**src/rtl/kbd_pkg.sv**
```systemverilog
// kbd_pkg: shared definitions for the PS/2 keyboard receiver.
//   kbd_state_t  - frame FSM state encoding
//   KBD_CODE_W   - scan-code width
//   KBD_BREAK    - key-release prefix code
//   KBD_EXT      - extended-key prefix code
package kbd_pkg;

   typedef enum logic [1:0] {
      IDLE   = 2'd0,
      DATA   = 2'd1,
      PARITY = 2'd2,
      STOP   = 2'd3
   } kbd_state_t;

   localparam int KBD_CODE_W = 8;

   localparam logic [KBD_CODE_W-1:0] KBD_BREAK = 8'hF0;
   localparam logic [KBD_CODE_W-1:0] KBD_EXT   = 8'hE0;

endpackage

```
**src/rtl/kbd_line_filter.sv**
```systemverilog
// kbd_line_filter: two-flop synchroniser followed by a run-length glitch
// filter for one PS/2 line. The filtered output only follows the synchronised
// value once FILTER_LEN consecutive samples disagree with the current output.
//   clk, rst_n  - system clock, asynchronous active-low reset
//   raw         - asynchronous PS/2 line
//   filt        - synchronised, filtered line (resets to 1, the idle level)
module kbd_line_filter #(
   parameter int FILTER_LEN = 4
) (
   input  logic clk,
   input  logic rst_n,
   input  logic raw,
   output logic filt
);

   localparam int CW = (FILTER_LEN > 1) ? $clog2(FILTER_LEN) : 1;
   localparam logic [CW-1:0] RUN_LOAD = CW'(FILTER_LEN - 1);

   logic          sync_q1;
   logic          sync_q2;
   logic [CW-1:0] run_cnt;

   // run_cnt counts down the samples still needed; any sample that agrees
   // with the current output restarts the run.
   always_ff @(posedge clk or negedge rst_n) begin
      if (!rst_n) begin
         sync_q1 <= 1'b1;
         sync_q2 <= 1'b1;
         run_cnt <= RUN_LOAD;
         filt    <= 1'b1;
      end else begin
         sync_q1 <= raw;
         sync_q2 <= sync_q1;
         if (sync_q2 == filt) begin
            run_cnt <= RUN_LOAD;
         end else if (run_cnt == '0) begin
            filt    <= sync_q2;
            run_cnt <= RUN_LOAD;
         end else begin
            run_cnt <= run_cnt - 1'b1;
         end
      end
   end

endmodule

```
**src/rtl/kbd_rx_fifo.sv**
```systemverilog
// kbd_rx_fifo: PS/2 keyboard receiver with frame checking and a scan-code FIFO.
//   clk, rst_n  - system clock, asynchronous active-low reset
//   kbd[1:0]    - raw PS/2 lines, [0] clock, [1] data
//   code_data   - FIFO head scan code (valid while code_valid)
//   code_valid  - FIFO non-empty
//   code_ready  - consumer pops the head when high with code_valid
//   fifo_count  - entries held
//   overflow    - sticky, a good frame was dropped on a full FIFO
//   clr_ovf     - synchronous clear of overflow (a same-cycle drop wins)
//   frame_err   - one-cycle pulse on bad start/parity/stop or timeout
// Build option: define KBD_RX_PARITY_EN to enforce odd parity; otherwise the
// parity bit is sampled and ignored.
//
// state  | meaning
// IDLE   | waiting for a start bit (data low on clock fall)
// DATA   | shifting in 8 data bits, LSB first
// PARITY | waiting for the parity bit
// STOP   | waiting for the stop bit; push or flag error, then back to IDLE
module kbd_rx_fifo
   import kbd_pkg::*;
#(
   parameter int FILTER_LEN     = 4,
   parameter int FIFO_DEPTH     = 8,
   parameter int TIMEOUT_CYCLES = 50000
) (
   input  logic                          clk,
   input  logic                          rst_n,
   input  logic [1:0]                    kbd,
   output logic [KBD_CODE_W-1:0]         code_data,
   output logic                          code_valid,
   input  logic                          code_ready,
   output logic [$clog2(FIFO_DEPTH):0]   fifo_count,
   output logic                          overflow,
   input  logic                          clr_ovf,
   output logic                          frame_err
);

   localparam int AW = $clog2(FIFO_DEPTH);
   localparam int CW = AW + 1;
   localparam int TW = $clog2(TIMEOUT_CYCLES);
   localparam logic [TW-1:0] TMO_LOAD = TW'(TIMEOUT_CYCLES - 1);

   logic ps2_clk_f;
   logic ps2_dat_f;
   logic ps2_clk_d1;
   logic strobe_q;

   kbd_line_filter #(.FILTER_LEN(FILTER_LEN)) u_clk_filt (
      .clk   (clk),
      .rst_n (rst_n),
      .raw   (kbd[0]),
      .filt  (ps2_clk_f)
   );

   kbd_line_filter #(.FILTER_LEN(FILTER_LEN)) u_dat_filt (
      .clk   (clk),
      .rst_n (rst_n),
      .raw   (kbd[1]),
      .filt  (ps2_dat_f)
   );

   always_ff @(posedge clk or negedge rst_n) begin
      if (!rst_n) begin
         ps2_clk_d1 <= 1'b1;
         strobe_q   <= 1'b0;
      end else begin
         ps2_clk_d1 <= ps2_clk_f;
         strobe_q   <= ps2_clk_d1 & ~ps2_clk_f;
      end
   end

   kbd_state_t            state;
   logic [2:0]            bit_cnt;
   logic [KBD_CODE_W-1:0] shift_q;
   logic [TW-1:0]         tmo_cnt;
   logic                  push_q;
   logic [KBD_CODE_W-1:0] push_data;
   logic                  par_ok;

`ifdef KBD_RX_PARITY_EN
   logic par_q;
   assign par_ok = ^{shift_q, par_q};
`else
   assign par_ok = 1'b1;
`endif

   always_ff @(posedge clk or negedge rst_n) begin
      if (!rst_n) begin
         state     <= IDLE;
         bit_cnt   <= '0;
         shift_q   <= '0;
         tmo_cnt   <= TMO_LOAD;
         push_q    <= 1'b0;
         push_data <= '0;
         frame_err <= 1'b0;
`ifdef KBD_RX_PARITY_EN
         par_q     <= 1'b0;
`endif
      end else begin
         push_q    <= 1'b0;
         frame_err <= 1'b0;
         if (state == IDLE) begin
            tmo_cnt <= TMO_LOAD;
            if (strobe_q && !ps2_dat_f) begin
               state   <= DATA;
               bit_cnt <= '0;
            end
         end else if (strobe_q) begin
            tmo_cnt <= TMO_LOAD;
            unique case (state)
               DATA: begin
                  shift_q <= {ps2_dat_f, shift_q[KBD_CODE_W-1:1]};
                  bit_cnt <= bit_cnt + 1'b1;
                  if (bit_cnt == 3'd7) state <= PARITY;
               end
               PARITY: begin
`ifdef KBD_RX_PARITY_EN
                  par_q <= ps2_dat_f;
`endif
                  state <= STOP;
               end
               STOP: begin
                  if (ps2_dat_f && par_ok) begin
                     push_q    <= 1'b1;
                     push_data <= shift_q;
                  end else begin
                     frame_err <= 1'b1;
                  end
                  state <= IDLE;
               end
               default: state <= IDLE;
            endcase
         end else if (tmo_cnt == '0) begin
            // bus went quiet mid-frame: drop the partial byte
            state     <= IDLE;
            frame_err <= 1'b1;
         end else begin
            tmo_cnt <= tmo_cnt - 1'b1;
         end
      end
   end

   logic [KBD_CODE_W-1:0] mem [FIFO_DEPTH];
   logic [AW-1:0]         wr_ptr;
   logic [AW-1:0]         rd_ptr;
   logic [AW-1:0]         rd_next;
   logic [CW-1:0]         count_q;
   logic                  full;
   logic                  pop;
   logic                  push_ok;
   logic                  ovf_evt;

   assign code_valid = (count_q != '0);
   assign full       = (count_q == CW'(FIFO_DEPTH));
   assign pop        = code_valid & code_ready;
   // a pop frees a slot in the same cycle, so a full FIFO still accepts
   assign push_ok    = push_q & (~full | pop);
   assign ovf_evt    = push_q & full & ~pop;
   assign rd_next    = rd_ptr + 1'b1;
   assign fifo_count = count_q;

   always_ff @(posedge clk) begin
      if (push_ok) mem[wr_ptr] <= push_data;
   end

   always_ff @(posedge clk or negedge rst_n) begin
      if (!rst_n) begin
         wr_ptr    <= '0;
         rd_ptr    <= '0;
         count_q   <= '0;
         code_data <= '0;
         overflow  <= 1'b0;
      end else begin
         if (push_ok) wr_ptr <= wr_ptr + 1'b1;
         if (pop)     rd_ptr <= rd_next;
         case ({push_ok, pop})
            2'b10:   count_q <= count_q + 1'b1;
            2'b01:   count_q <= count_q - 1'b1;
            default: count_q <= count_q;
         endcase
         // head register: prefetch the next entry on a pop, or take the
         // incoming byte directly when it becomes the new head
         if (pop) begin
            if (count_q > CW'(1))  code_data <= mem[rd_next];
            else if (push_ok)      code_data <= push_data;
         end else if (!code_valid && push_ok) begin
            code_data <= push_data;
         end
         if (ovf_evt)      overflow <= 1'b1;
         else if (clr_ovf) overflow <= 1'b0;
      end
   end

endmodule
```
**config.mk**
```make
export PLATFORM = sky130hd
export DESIGN_NAME = kbd_rx_fifo
export DESIGN_NICKNAME = d
export VERILOG_FILES = /design/src/rtl/kbd_pkg.sv /design/src/rtl/kbd_line_filter.sv /design/src/rtl/kbd_rx_fifo.sv
export SDC_FILE = /design/constraint.sdc
export NUM_CORES = 1
export LEC_CHECK = 0
export CAP_MARGIN = 20
export CORE_AREA = 2 2 152 117
export CTS_BUF_LIST = sky130_fd_sc_hd__clkbuf_8 sky130_fd_sc_hd__clkbuf_16
export DETAILED_ROUTE_END_ITERATION = 6
export DIE_AREA = 0 0 154 119
export PLACE_DENSITY = 0.51
export REMOVE_ABC_BUFFERS = 1
export SLEW_MARGIN = 20
export SYNTH_ARGS = -nofsm -noshare
export SYNTH_HDL_FRONTEND = slang
export SYNTH_SLANG_ARGS = --single-unit
```
**constraint.sdc**
```tcl
create_clock -name clk -period 3.9 [get_ports clk]
set_clock_uncertainty 0.05 [all_clocks]
set_input_delay 0.78 -clock clk [delete_from_list [all_inputs] [get_ports clk]]
set_output_delay 0.78 -clock clk [all_outputs]
set_load 0.02 [all_outputs]
```
==> flow_summary.ini, run 1 <==
[status]
status = complete, no violations

[global_route]
grt_pass1_vias = 3602
grt_first_pass_wirelength_um = 18900
grt_usage = 0.134
met3_usage = 0.0287
globalRouteOverflowTotal = 0
grt_max_degree = 71
antenna_found_initial = 0
busiest_layer = met2
grtUsageMet1 = 0.187
met2_usage = 0.204

[synthesis]
synth_seq_area_share = 0.640
synth_area_um2 = 5780
synth-seq-cells = 134
synthCells = 428
yosys_warnings = 0
synth_edf_count = 64
syn_avg_cell_area_um2 = 13.5
ys_types = 47
async_flop_share = 0.522
synth_ff_type = edfxtp_1

[die]
die_area_um2 = 18300
die_h_um = 119
die_x_um = 154
rows = 42
io_pins = 21
core_um2 = 17100
initial_core_util = 0.338

[drt]
drt_iter0_markers = 209
vias_per_cell = 5.08
dr_total_vias = 3533
wl_um = 11400
drc = 0
detail_route.wl_per_cell_um = 16.3
drtPass1Iterations = 4
ant_nets = 0

[setup_path]
crit_arrival_ps = 3320
r2r-end = code_data[1]
critPathLaunch = code_ready
slowest_delay_ps = 540
reg2reg_slack_ps = 930
crit_type = in -> reg
path_depth = 9
ff2ff_path_depth = 10
startpoint_type = input port
cp-endpoint = code_data[1]
timing.critical_path.slowest_stage_cell = clkdlybuf4s50_1
crit_required_ps = 4110
timing.rr.start = fifo_count[0]
cp_max_fo = 9
crit_family = simple AND/OR/NAND/NOR gates
cp_cell_sequence = clkdlybuf4s50_1 -> nor4bb_1 -> nor2b_1 -> inv_1 -> ha_1 -> o21ai_0 -> nand4_1 -> and2_1 -> o221ai_1
end_kind = flip-flop
critPathBufInv = 2

[timing]
tightestPinTransition_ps = 906
relSlewSlack = 0.396
whs_ps = 306
hold_violations = 0
slew_violations = 0
fmax_ghz = 0.322
fin_crit_ps = 3110
timing.final.ws_setup_ps = 791
rsz0062_at_grt = no
post-route-period-util = 0.797
setup-violations-final = 0
finalSetupTns_ps = 0

[clocking]
post_cts_buffers = 0
cts_resized = 0
clock-sinks = 134
cts_buffers = 17
clk_latency_ps = 410
cts_hold_buf = 0
cts_tree = built
htree_levels = 4
ctsRootBufferMaster = clkbuf_16
path_clk_slew_ps = 60
cts_buffer_depth = 2

[place]
hpwlAfterDp_um = 7380
port_buffers = 20
place_inst = 664
gp_congestion = 0.757
dp_slack_ps = 411

[pwr]
p_clk_frac = 0.302
power_frac_comb = 0.308
seqPwrFrac = 0.389
p_switching_mw = 1.78
max-vdd-ir-drop_uv = 346
swShare = 0.335
powerDensity_nw_per_um2 = 771
p_leak_nw = 2.64
intPower_mw = 3.53

[cells_and_area]
regArea_um2 = 3700
drive_gt1_frac = 0.210
final_cells = 696
final_nets = 485
area_delta_synth_final_pct = 19.1
multi_input_area_um2 = 1970
n_fill_cell = 1586
n_antenna_cell = 0

[worst_hold_path]
whs_path_depth = 0
hold_path_class = reg -> reg

[run]
maxCapViolCount = 0
==> kinds of logic (layout without fill, tap and decap cells) <==
group	after synthesis	count (layout)	synth area share
simple gates	146	146	0.125
compound gates	50	50	0.0581
flops	134	134	0.640
xor+xnor	10	10	0.0152
buf+inv	33	81	0.0219
fa+ha+maj	16	16	0.0347
mux	39	39	0.105
==> routing by layer <==
layer | up-vias | share of wire | routed length [um]
met2 | 74 | 0.45 | 5150
li1 | 1663 | - | -
met5 | - | 0 | 0
met4 | 0 | 0.012 | 136
met3 | 13 | 0.036 | 413
met1 | 1783 | 0.50 | 5660
==> through the flow <==
stage | utilization | instance area, um^2 | total power [mW]
finish | 0.403 | 6880 | 5.31
global route | 0.403 | 6880 | 5.65
CTS | 0.402 | 6870 | 5.37
detailed placement | 0.368 | 6280 | 3.74
global placement | 0.368 | 6280 | 3.69
floorplan | - | 5720 | 3.16
==> worst reg2reg max path: cells and delay by family, from the launching register on <==
kind / cells / cell delay, ps
buffers and inverters: 2 / 270
AOI/OAI and AO/OA: 2 / 330
and+or+nand+nor: 4 / 1180
DFF: 1 / 460
adders and majority gates: 2 / 520
==> worst min path at each step <==
| stage | start | end | slack, ps |
|---|---|---|---|
| 6_report | u_dat_filt.sync_q1 | u_dat_filt.sync_q2 | 310 |
| 5_1_grt | u_dat_filt.sync_q1 | u_dat_filt.sync_q2 | 310 |
| 4_1_cts | u_dat_filt.sync_q1 | u_dat_filt.sync_q2 | 310 |
| 3_5_place_dp | u_clk_filt.sync_q1 | u_clk_filt.sync_q2 | 300 |
| 3_3_place_gp | u_dat_filt.sync_q1 | u_dat_filt.sync_q2 | 300 |
| 2_1_floorplan | u_clk_filt.sync_q1 | u_clk_filt.sync_q2 | 300 |
==> layout by cell type (no fill, tap or decap), drive strengths merged, types with 16 or more instances in the layout <==
cell type and n:
mux4 16, clkdlybuf4s50 19, edfxtp 64, nand2 59, inv 23, dfrtp 50
clkbuf 17, dfstp 20, ha 16, nor2 20
==> power groups by stage <==
stage / clock network, mW / registers [mW] / logic [mW]
5_1_grt: 1.70 / 2.11 / 1.83
2_1_floorplan: 0 / 2.07 / 1.09
4_1_cts: 1.64 / 2.07 / 1.66
3_5_place_dp: 0 / 2.10 / 1.65
6_report: 1.60 / 2.07 / 1.64
3_3_place_gp: 0 / 2.08 / 1.61
==> final cells by class <==
| type | instances | share of cell area |
|---|---|---|
| tap | 220 | 0.0400 |
| sequential | 134 | 0.538 |
| timing repair buffer | 31 | 0.0407 |
| clock buffer | 17 | 0.0618 |
| multi-input combinational | 261 | 0.286 |
| clock inverter | 15 | 0.0244 |
| inverter | 18 | 0.00982 |
==> cell usage after synthesis, types with 2 or more instances <==
library cell	n	area, um^2
a21oi_1	10	50.1
a31oi_1	3	18.8
and2_1	2	12.5
buf_2	2	10.0
clkbuf_1	12	45.0
dfrtp_1	50	1250
dfstp_2	20	526
edfxtp_1	64	1920
ha_1	16	200
inv_1	17	63.8
mux2_2	12	135
mux2i_1	11	110
mux4_2	16	360
nand2_1	59	221
nand2b_1	5	31.3
nand3_1	14	70.1
nand3b_1	4	30.0
nand4_1	4	25.0
nand4b_1	2	17.5
nor2_1	20	75.1
nor2b_1	4	25.0
nor3_1	8	40.0
nor4_1	4	25.0
o21a_1	3	22.5
o21ai_0	12	60.1
o221ai_1	8	70.1
o31ai_1	5	37.5
or2_2	5	31.3
or3_1	4	25.0
or4_1	7	52.6
xnor2_1	5	43.8
xor2_1	5	43.8
==> registers in the layout, indices dropped and copies added (netlist names), 2 cells and up <==
name	flops
mem	64
tmo_cnt	16
code_data	8
push_data	8
shift_q	8
fifo_count	4
bit_cnt	3
rd_ptr	3
wr_ptr	3
state	2
u_clk_filt.run_cnt	2
u_dat_filt.run_cnt	2
Power figures use the tool's default switching activity.
==> run 2: changes to the inputs <==
--- a/config.mk
+++ b/config.mk
@@ -10,7 +10,7 @@
 export CTS_BUF_LIST = sky130_fd_sc_hd__clkbuf_8 sky130_fd_sc_hd__clkbuf_16
 export DETAILED_ROUTE_END_ITERATION = 6
 export DIE_AREA = 0 0 154 119
-export PLACE_DENSITY = 0.51
+export PLACE_DENSITY = 0.53
 export REMOVE_ABC_BUFFERS = 1
 export SLEW_MARGIN = 20
 export SYNTH_ARGS = -nofsm -noshare
==> constraint.sdc (replaced) <==
create_clock -name clk -period 2.7 [get_ports clk]
set_clock_uncertainty 0.05 [all_clocks]
set_input_delay 0.54 -clock clk [delete_from_list [all_inputs] [get_ports clk]]
set_output_delay 0.54 -clock clk [all_outputs]
set_load 0.02 [all_outputs]
==> flow_summary.ini, run 2 (synthesis results as in run 1) <==
[cells_and_area]
final_cells = 700
reg.largest.list = mem: 64 flops, tmo_cnt: 16 flops
largest_reg_flops = 64
final_cell_mix = edfxtp_1, nand2_1, dfrtp_1
final_nets = 489
n_antenna_cell = 0
drive_gt1_frac = 0.213
largest-register = mem
n_fill_cell = 1561
design_area_um2 = 6930
area_delta_synth_final_pct = 19.9
final_common_cell = edfxtp_1

[die]
die_x_um = 154
rows = 42
die_area_um2 = 18300
die_h_um = 119
io_pins = 21
core_um2 = 17100
initial_core_util = 0.338

[clocking]
path_clk_slew_ps = 60
cts_tree = built
cts_buffers = 17
htree_levels = 4
post_cts_buffers = 0
clock-sinks = 134
cts_buffer_depth = 2
clk_latency_ps = 410
ctsRootBufferMaster = clkbuf_16

[drt]
vias_per_cell = 4.88
drc = 0
wl_um = 10800
drt_iter0_markers = 232
ant_nets = 0
drtPass1Iterations = 4
detail_route.wl_per_cell_um = 15.4
dr_total_vias = 3414

[place]
port_buffers = 20
place_inst = 668
gp_congestion = 0.746
dp_slack_ps = -105
hpwlAfterDp_um = 7330
place_area_um2 = 6300

[timing]
tightestPinTransition_ps = 905
fin_crit_ps = 2560
post-route-period-util = 0.948
relSlewSlack = 0.397
hold_violations = 0
setup-violations-final = 0
fmax_ghz = 0.391
slew_violations = 0
timing.final.ws_setup_ps = 141
whs_ps = 208

[global_route]
grt_usage = 0.126
grt_pass1_vias = 3358
globalRouteOverflowTotal = 0
grt_max_degree = 71
grt_first_pass_wirelength_um = 18100
antenna_found_initial = 0

[pwr]
p_leak_nw = 2.71
powerDensity_nw_per_um2 = 1100
max-vdd-ir-drop_uv = 563

[setup_path]
startpoint_type = flip-flop
slowest_delay_ps = 610
cp_cell_sequence = inv_1 -> ha_1 -> nand2_1 -> clkdlybuf4s50_1
end_kind = primary output
crit_arrival_ps = 1970
crit_family = buffers and inverters
timing.critical_path.slowest_stage_cell = clkdlybuf4s50_1
critPathBufInv = 2
reg2reg_slack_ps = 260
cp_max_fo = 6
crit_type = reg -> out
crit_required_ps = 2110

[worst_hold_path]
hold_path_class = in -> async

[run]
maxCapViolCount = 0

[status]
status = complete, no violations
run 2: cell count changes in the layout (fill, tap and decap cells not counted), sizes merged:
cell      delta
clkinvlp     -2
clkinv       -3
bufinv       -2
inv          -1
buf          +4
clkbuf       +8
run 2: per-layer routing:
metal  GRT usage  vias to the layer above  wire [um]
met3      0.0346                       11        460
li1            -                     1665          -
met5           0                        -          0
met2       0.174                       68       4480
met1       0.194                     1670       5780
met4      0.0350                        0         75
run 2: layout make-up:
class,instances,area [um^2],area share
Sequential cell,134,3700,0.534
Multi-Input combinational cell,261,1960,0.283
Clock buffer,25,581,0.0838
Timing Repair Buffer,35,310,0.0448
Tap cell,220,275,0.0397
Inverter,18,67.6,0.00976
Clock inverter,7,33.8,0.00488
run 2: power breakdown:
| group | total (mW) | internal (mW) | switching [mW] |
|---|---|---|---|
| sequential | 2.95 | 2.58 | 0.369 |
| combinational | 2.37 | 1.17 | 1.20 |
| clock | 2.30 | 1.48 | 0.822 |
run 2: worst reg2reg max path: stages (launching register included):
cell and delay, ps:
dfrtp_1 450, inv_1 110, ha_1 260, nor4bb_2 200
nor2b_1 160, buf_4 150, nand2b_1 110, nor2_1 570
run 2: worst paths after layout:
kind,startpoint,endpoint,cells past startpoint
max in group asynchronous,rst_n,push_data[5],1
max,fifo_count[0],code_valid,4
min,rst_n,state[0],1
min in group clk,u_clk_filt.sync_q1,u_clk_filt.sync_q2,0
min reg2reg,u_clk_filt.sync_q1,u_clk_filt.sync_q2,0
max reg2reg,fifo_count[0],mem[2][3],7
run 2: what timing repair did:
action                                  in CTS  in global routing
endpoints found under the hold margin        0                  0
endpoints found under the setup margin       0                  8
hold buffers                                 0                  0
gates resized for setup                      0                  2
run 2: stage by stage:
stage / power, mW / util / TNS (ps)
6_report: 7.62 / 0.405 / 0
5_1_grt: 8.12 / 0.405 / -4.57
4_1_cts: 7.72 / 0.405 / 0
3_5_place_dp: 5.39 / 0.369 / -787
3_3_place_gp: 5.33 / 0.369 / -20.8
2_1_floorplan: 4.56 / - / -735
==> run 3: changes to the inputs <==
--- a/config.mk
+++ b/config.mk
@@ -10,7 +10,9 @@
 export CTS_BUF_LIST = sky130_fd_sc_hd__clkbuf_8 sky130_fd_sc_hd__clkbuf_16
 export DETAILED_ROUTE_END_ITERATION = 6
 export DIE_AREA = 0 0 154 119
-export PLACE_DENSITY = 0.53
+export DONT_BUFFER_PORTS = 1
+export GPL_ROUTABILITY_DRIVEN = 0
+export PLACE_DENSITY = 0.51
 export REMOVE_ABC_BUFFERS = 1
 export SLEW_MARGIN = 20
 export SYNTH_ARGS = -nofsm -noshare
==> flow_summary.ini, run 3 (synthesis results as in run 1) <==
[cells_and_area]
largest_reg_flops = 64
final_nets = 472
area_delta_synth_final_pct = 17.0
n_antenna_cell = 0
reg.largest.list = mem: 64 flops, tmo_cnt: 16 flops
final_cell_mix = edfxtp_1, nand2_1, dfrtp_1
largest-register = mem
design_area_um2 = 6760
final_common_cell = edfxtp_1
drive_gt1_frac = 0.216

[setup_path]
crit_arrival_ps = 2630
crit_type = reg -> reg
end_kind = flip-flop
crit_required_ps = 2920
cp_max_fo = 8
startpoint_type = flip-flop

[die]
rows = 42
initial_core_util = 0.338
die_x_um = 154
die_h_um = 119
core_um2 = 17100
die_area_um2 = 18300
io_pins = 21

[global_route]
grt_usage = 0.134
grt_first_pass_wirelength_um = 18700
grt_max_degree = 71
grt_pass1_vias = 3480
globalRouteOverflowTotal = 0
antenna_found_initial = 0

[timing]
relSlewSlack = 0.458
rsz0062_at_grt = no
slew_violations = 0
fin_crit_ps = 2410
whs_ps = 69.0
setup-violations-final = 0
post-route-period-util = 0.893
hold_violations = 0
tightestPinTransition_ps = 809
fmax_ghz = 0.415

[place]
place_area_um2 = 6120
port_buffers = 0
hpwlAfterDp_um = 7240

[worst_hold_path]
hold_path_class = in -> reg

[pwr]
powerDensity_nw_per_um2 = 1110
p_total_mw = 7.50
p_leak_nw = 2.64
max-vdd-ir-drop_uv = 480

[clocking]
cts_buffers = 17
clk_latency_ps = 420
clock-sinks = 134
ctsRootBufferMaster = clkbuf_16
cts_buffer_depth = 2
path_clk_slew_ps = 60
cts_tree = built
htree_levels = 4

[drt]
dr_total_vias = 3420
wl_um = 11000
drtPass1Iterations = 4
ant_nets = 0
detail_route.wl_per_cell_um = 16.0
drt_iter0_markers = 175
drc = 0
vias_per_cell = 5.01

[status]
status = complete, no violations

[run]
maxCapViolCount = 0
## run 3: changes by cell type in the layout (fill, tap and decap cells not counted), sizes merged
cell,before,now
clkdlybuf4s50,19,0
buf,16,17
bufinv,0,3
clkinv,3,7
clkbuf,25,18
dlygate4sd3,0,1
## run 3: final timing paths
| kind | end | depth (start not counted) | slack, ps | start |
|---|---|---|---|---|
| max | code_data[0] | 10 | 290 | fifo_count[0] |
| min | u_dat_filt.sync_q1 | 0 | 70 | kbd[1] |
| max reg2reg | code_data[0] | 10 | 290 | fifo_count[0] |
| min reg2reg | u_dat_filt.sync_q2 | 0 | 300 | u_dat_filt.sync_q1 |
| max in group asynchronous | tmo_cnt[3] | 2 | 1620 | rst_n |
| min in group asynchronous | frame_err | 2 | 630 | rst_n |
## run 3: cell type report
| type | instances | area (um^2) |
|---|---|---|
| multi-input cells | 261 | 1970 |
| repair buffers | 18 | 158 |
| fillers | 1577 | 10300 |
| inverters | 18 | 67.6 |
| clock buffers | 18 | 439 |
| clock inverters | 14 | 148 |
| flip-flops and latches | 134 | 3700 |
| well taps | 220 | 275 |
## run 3: repair_timing
action / 4_1_cts / 5_1_grt
setup buffers: 0 / 0
endpoints found under the hold margin: 70 / 0
setup endpoints to repair: 0 / 8
hold buffers: 2 / 0
gates resized for setup: 0 / 2
## run 3: report_power, final
part | switching, mW | total (mW) | internal, mW
sequential | 0.406 | 2.98 | 2.58
combinational | 1.18 | 2.23 | 1.05
clock | 0.832 | 2.28 | 1.45
total | 2.42 | 7.50 | 5.08
## run 3: worst max-delay path, stage by stage, from the launching register on
cell and delay (ps):
dfrtp_1 380, inv_1 100, ha_1 180, nor4bb_2 300
nor2b_1 110, inv_1 110, ha_1 270, o21ai_0 150
a31oi_1 230, and2_2 260, o221ai_1 120
## run 3: routing by layer
| metal | track usage | vias to the layer above | routed length (um) |
|---|---|---|---|
| met4 | 0.0596 | 0 | 123 |
| met5 | 0 | - | 0 |
| li1 | - | 1636 | - |
| met1 | 0.189 | 1720 | 5610 |
| met3 | 0.0400 | 11 | 409 |
| met2 | 0.189 | 53 | 4820 |
## run 3: stage by stage
step / std cells / TNS [ps] / utilization / worst slack [ps]
after global routing: 683 / 0 / 0.396 / 24.2
after floorplan: 413 / -735 / - / -92.3
after detailed placement: 649 / 0 / 0.358 / 43.5
after CTS: 683 / 0 / 0.395 / 27.8
final: 683 / 0 / 0.396 / 290
after global placement: 649 / 0 / 0.358 / 248
